==> src/rtl/gsdiv_pkg.sv <==
// Shared constants for the Q9.23 Goldschmidt divider sequencer.
// Latency: n/a (constants only).
// Backpressure: n/a.
package gsdiv_pkg;

    // Q9.23 unsigned fixed point: 9 integer bits, 23 fraction bits
    localparam int Q_W    = 32;
    localparam int Q_INT  = 9;
    localparam int Q_FRAC = 23;

    // Sequencer states
    localparam logic [1:0] ST_IDLE = 2'd0;
    localparam logic [1:0] ST_LOAD = 2'd1;
    localparam logic [1:0] ST_ITER = 2'd2;
    localparam logic [1:0] ST_DONE = 2'd3;

    // Result returned for a zero divisor
    localparam logic [Q_W-1:0] DIV_ZERO_SAT = '1;

endpackage

==> src/rtl/gsdiv_ctrl.sv <==
// Sequencer for the iterative Q9.23 Goldschmidt divider (optional macro: GSDIV_CTRL_CONVERGE_EN enables early stop on convergence).
// Latency: result 2+n cycles after accept (n = iterations, 1..MAX_ITER); zero divisor answered the cycle after accept.
// Backpressure: in_ready only in IDLE; result held in DONE until out_ready, nothing new accepted meanwhile.
import gsdiv_pkg::*;

module gsdiv_ctrl #(
    parameter int W        = Q_W,
    parameter int MAX_ITER = 6
) (
    input  logic         clk,
    input  logic         reset,
    input  logic         in_valid,
    output logic         in_ready,
    input  logic [W-1:0] dividend,
    input  logic [W-1:0] divisor,
    output logic         div_start,
    output logic         div_stop,
    output logic [W-1:0] div_dividend,
    output logic [W-1:0] div_divisor,
    input  logic [W-1:0] div_out,
    output logic         out_valid,
    input  logic         out_ready,
    output logic [W-1:0] quotient,
    output logic         div_by_zero,
    output logic [3:0]   iter_count
);

    logic [1:0] state;
    logic [1:0] state_nxt;
    logic [3:0] iter;
    logic       accept;
    logic       conv_hit;
    logic       terminate;
    logic       divisor_zero;

`ifdef GSDIV_CTRL_CONVERGE_EN
    logic [W-1:0] prev;
    // Two matching consecutive estimates mean the divider has settled
    assign conv_hit = (iter != 4'd0) && (div_out == prev);
`else
    assign conv_hit = 1'b0;
`endif

    assign accept       = (state == ST_IDLE) && in_valid && in_ready;
    assign divisor_zero = (divisor == '0);
    assign terminate    = (state == ST_ITER) &&
                          (((iter + 4'd1) == 4'(MAX_ITER)) || conv_hit);

    // Pulses and result-valid are gated by reset so an abandoned run never signals the divider or downstream
    assign div_start = (state == ST_LOAD) && !reset;
    assign div_stop  = terminate && !reset;
    assign out_valid = (state == ST_DONE) && !reset;

    // Next-state selection for the single sequencing FSM
    always_comb begin
        state_nxt = state;
        case (state)
            ST_IDLE: if (accept) state_nxt = divisor_zero ? ST_DONE : ST_LOAD;
            ST_LOAD: state_nxt = ST_ITER;
            ST_ITER: if (terminate) state_nxt = ST_DONE;
            ST_DONE: if (out_ready) state_nxt = ST_IDLE;
            default: state_nxt = ST_IDLE;
        endcase
    end

    // State, operand capture, iteration counting and result capture
    always_ff @(posedge clk) begin
        if (reset) begin
            state        <= ST_IDLE;
            in_ready     <= 1'b0;
            iter         <= 4'd0;
            div_dividend <= '0;
            div_divisor  <= '0;
            quotient     <= '0;
            div_by_zero  <= 1'b0;
            iter_count   <= 4'd0;
`ifdef GSDIV_CTRL_CONVERGE_EN
            prev         <= '0;
`endif
        end else begin
            state    <= state_nxt;
            // Registered so it reads 0 in the first cycle after reset
            in_ready <= (state_nxt == ST_IDLE);

            if (accept) begin
                div_dividend <= dividend;
                div_divisor  <= divisor;
                iter         <= 4'd0;
                div_by_zero  <= divisor_zero;
`ifdef GSDIV_CTRL_CONVERGE_EN
                prev         <= '0;
`endif
                if (divisor_zero) begin
                    quotient   <= DIV_ZERO_SAT[W-1:0];
                    iter_count <= 4'd0;
                end
            end

            if (state == ST_LOAD) begin
                iter <= 4'd0;
            end

            if (state == ST_ITER) begin
                iter <= iter + 4'd1;
`ifdef GSDIV_CTRL_CONVERGE_EN
                prev <= div_out;
`endif
                if (terminate) begin
                    quotient   <= div_out;
                    iter_count <= iter + 4'd1;
                end
            end
        end
    end

endmodule

==> config.mk <==
export PLATFORM = sky130hd
export DESIGN_NAME = gsdiv_ctrl
export DESIGN_NICKNAME = d
export VERILOG_FILES = /design/src/rtl/gsdiv_pkg.sv /design/src/rtl/gsdiv_ctrl.sv
export SDC_FILE = /design/constraint.sdc
export NUM_CORES = 1
export LEC_CHECK = 0
export CORE_ASPECT_RATIO = 1.25
export CORE_MARGIN = 8
export CORE_UTILIZATION = 40
export CTS_CLUSTER_DIAMETER = 60
export DETAILED_ROUTE_END_ITERATION = 16
export PLACE_DENSITY = 0.8
export SYNTH_ARGS = -nofsm -noshare
export SYNTH_HDL_FRONTEND = slang
export SYNTH_SLANG_ARGS = --single-unit
==> constraint.sdc <==
create_clock -name clk -period 1.8 [get_ports clk]
set_input_delay 0.36 -clock clk [delete_from_list [all_inputs] [get_ports clk]]
set_output_delay 0.36 -clock clk [all_outputs]
set_load 0.01 [all_outputs]
After elaboration in Yosys (flattened, before gate mapping)
Cells that the tools add are included.
- register bits after elaboration: 108
- input port bits: 100
- word-level logic and storage cells: 40
- add/subtract/negate cells: 1
- equality and inequality tests: 4
- muxes and demuxes: 16
- reduce and logical (&&, ||, !) cells: 11
- operators with widths (kind ; number):
    two-way mux 32 bit ; 4
    logical NOT 32 bit ; 1
    two-way mux 4 bit ; 7
    two-way mux 2 bit ; 4
    one-hot mux 2 bit (4 select lines) ; 1
    logical AND 1 bit ; 6
    adder 4 x 1 -> 4 bit, second input constant ; 1
    equality test 2 bit, second input constant ; 2
    equality test 4 x 3 -> 1 bit, second input constant ; 1
    logical NOT 2 bit ; 2
    nonzero test 3 bit ; 1
    equality test 2 x 1 -> 1 bit, second input constant ; 1
    logical NOT 1 bit ; 1

Logic depth before layout (Yosys ltp)
- depth after elaboration: 6
- gate-level depth with buffers: 7

Worst setup path after synthesis
OpenSTA, ideal clock, no wires.
- path type: reg2out
- start: reg iter[0]
- end: out div_stop
- arrival time: 1.350 ns
- data required time: 1.440 ns
- setup slack: 0.090 ns
- stages on the path, launching flop included: 7
- buffers on the path: 1
- cells stage by stage: dfxtp_1 -> ha_1 -> xor2_1 -> and3_1 -> buf_2 -> nand2_1 -> nor2_1
- longest elaborated chain between the ends: 4
- ends and longest elaborated chain (what ; line ; text):
    from (decl) ; gsdiv_ctrl.sv:30 ; logic [3:0] iter;
    from (signal assigned) ; gsdiv_ctrl.sv:104 ; iter <= iter + 4'd1;
    adder 4 x 1 -> 4 bit ; gsdiv_ctrl.sv:47 ; (((iter + 4'd1) == 4'(MAX_ITER)) || conv_hit);
    equality test 4 x 3 -> 1 bit ; gsdiv_ctrl.sv:47 ;
    logical AND 1 bit ; gsdiv_ctrl.sv:46 ; assign terminate = (state == ST_ITER) &&
    logical AND 1 bit ; gsdiv_ctrl.sv:51 ; assign div_stop = terminate && !reset;
    to (decl) ; gsdiv_ctrl.sv:17 ; output logic div_stop,
Every way passes these cells.

Worst setup path after layout
- start: reg iter[1]
- end: out div_stop
Same word-level chain as after synthesis.

==> flow_summary.ini <==
[detailed_routing]
route.layer.met1.wl_mm = 5.63
drt-total-wl_mm = 14.4
drt-vias-per-instance = 5.20
post-route-drc-count = 0
wl_per_cell_um = 17.1
met2_length_mm = 7.25
drt_pre_antenna_iters = 5
vias = 4386
wl_met3_mm = 1.17
dr.first_iter.drc_count = 172
top_layer = met4
ant_nets = 0

[logic_synthesis]
synth_common_cells = a21oi_1 (134), nand2_1 (134), dfxtp_1 (108)
syn_area_per_cell_um2 = 8.13
synth_top_area_cell = dfxtp_1
synth_seq_cells = 108
synth_area_mm2 = 0.00409
synth.area.top_cells = dfxtp_1 (53%), a21oi_1 (16%), nand2_1 (12%)
syn_nets = 605
synth_cell_types = 32
synthCells = 503
ys_seq_area_share_pct = 52.9
synth-edff-count = 0
synth_top_cell_area_share_pct = 52.9
synthFlopType = dfxtp_1
synth-async-reset-ratio_pct = 0
yosysWarnings = 0

[clocking]
htreeDepth = 3
cts-buffers-inserted = 9
tritoncts = built
clk_pin_slew_ps = 70
ctsLongestPathBuffers = 2
cts-root-buf = clkbuf_16
clkSinkCount = 108
clkLatencyLatePin_ps = 340

[placed_design]
gp_congestion = 0.834
dpl.cell_count = 823
numPortBuffers = 204
dp_hpwl_mm = 10.3

[worst_setup_path]
startpoint = iter[1]
worstPathMaxFanout = 3
crit_type = flip-flop to primary output
cp-start-kind = flip-flop
r2r_start = state[0]
worstPathRequired_ps = 1440
worstPathArrival_ps = 1560
cp-end-kind = primary output

[timing]
post-route-period-util_pct = 106
setup_slack_ps = -116
worstMarginPinSlew_ps = 389
hold_viol = 0
grt_setup_unrepaired = yes
setup_viol = 1
period_needed_ps = 1920
drv_slew = 0
max-slew-margin-rel_pct = 73.8
clock_skew_ps = 6.93
fmax_mhz = 522

[run]
drv_cap = 0

[outcome]
violations = negative setup slack
status = finished with violations

[power_and_ir_drop]
internal_power_mw = 3.97
p_comb_share_pct = 15.2
swShare_pct = 23.7
p_sw_mw = 1.23
seqPwrFrac_pct = 48.4
clkPwrFrac_pct = 36.3
power_density_mw_per_mm2 = 746
power_mw = 5.20
power.leakage_nw = 2.54
ir_drop_mv = 0.507

[floorplan]
die_y_um = 129
placementRows = 41
die_w_um = 106
start_util_pct = 40.9
dieArea_mm2 = 0.0137
io_pins = 205
core_mm2 = 0.0100

[grt]
grt_overflow = 0
grt_pass1_vias = 4383
grt_max_degree = 49
antenna_found_initial = 0
gr-usage-all-layers_pct = 19.7
grt_pass1_wl_mm = 21.9

[layout]
drive_gt1_share_pct = 13.8
finalNonFillerCells = 844
syn2layout_area_growth_pct = 70.7
nets = 812
nFillCells = 753
n_antenna_cell = 0

[worst_hold_path]
hold_class = input pin to flip-flop
min-delay-start = divisor[10]
-- cell type report --
class / count / area, um2 / share of cell area, %
tap: 129 / 161 / 2.31
timing repair buffer: 241 / 2410 / 34.5
clock buffer: 13 / 270 / 3.87
clock inverter: 3 / 20.0 / 0.287
multi-input combinational: 348 / 1940 / 27.9
inverter: 2 / 7.51 / 0.108
sequential: 108 / 2170 / 31.0
-- worst max-delay path, cell delays in order (launching register included) --
cell and delay, ps:
dfxtp_2 340, buf_4 150, inv_1 50, ha_2 170
and3_4 200, nand2_4 60, nor2_4 130, buf_6 110
-- metal layers --
layer / vias up / track usage [%]
met5: - / 0
met3: 24 / 6.16
li1: 2147 / -
met2: 177 / 34.1
met4: 0 / 8.88
met1: 2038 / 21.7
-- repair_timing --
action | 4_1_cts | 5_1_grt
setup buffers | 3 | 2
endpoints found under the setup margin | 42 | 47
gates resized for setup | 30 | 47
hold endpoints to repair | 0 | 0
cloned | 1 | 1
pin swaps | 8 | 14
hold buffers | 0 | 0
-- logic make-up (layout without fill, tap and decap cells) --
kind of cell / Yosys count / in the layout / share of synthesized area, %
and+or+nand+nor: 169 / 169 / 17.2
adders and majority gates: 2 / 2 / 0.612
DFF: 108 / 108 / 52.9
muxes: 1 / 1 / 0.245
xor gates and xnor gates: 3 / 3 / 0.643
AOI/OAI and AO/OA: 173 / 173 / 23.7
buffers and inverters: 47 / 259 / 4.68
-- power by group through the flow --
stage / sequential, mW / combinational [mW] / clock, mW
2_1_floorplan: 2.61 / 0.235 / 0
3_3_place_gp: 2.57 / 0.751 / 0
3_5_place_dp: 2.57 / 0.766 / 0
4_1_cts: 2.52 / 0.772 / 1.92
5_1_grt: 2.53 / 0.860 / 2.02
6_report: 2.52 / 0.793 / 1.89
-- cells in the final DEF (no fill, tap or decap), drive strengths merged, types with 2 or more instances in the layout --
cell,synthesis,routed
a21oi,134,134
a41o,2,2
and3,2,2
buf,16,38
clkbuf,29,16
clkdlybuf4s50,0,182
clkinv,1,2
clkinvlp,0,2
dfxtp,108,108
dlygate4sd2,0,7
dlymetal6s2s,0,11
ha,2,2
nand2,134,134
nand3,4,4
nor2,10,10
nor2b,2,2
nor4,10,10
o31ai,32,32
xor2,2,2
-- state kept, by name, indices dropped and copies added (netlist names) --
register / cells
quotient: 32
div_dividend: 32
div_by_zero: 1
iter_count: 4
iter: 4
in_ready: 1
state: 2
div_divisor: 32
-- worst paths after layout --
kind,to,slack [ps],cells after the start
max,div_stop,-120,7
min,div_divisor[10],290,3
max reg2reg,quotient[16],50,7
min reg2reg,div_divisor[24],460,2
-- metrics by stage --
step / setup TNS [ps] / setup slack (ps) / utilization, % / hold slack, ps / cell area [um2]
5_1_grt: -911 / -185 / 69.8 / 283 / 6980
4_1_cts: -155 / -155 / 67.8 / 411 / 6780
6_report: -116 / -116 / 69.8 / 288 / 6980
3_5_place_dp: -26370 / -585 / 64.1 / 447 / 6410
3_3_place_gp: -25870 / -596 / 64.1 / 441 / 6410
2_1_floorplan: 0 / 89.8 / - / 481 / 4090
(Power assumes the default switching activity.)
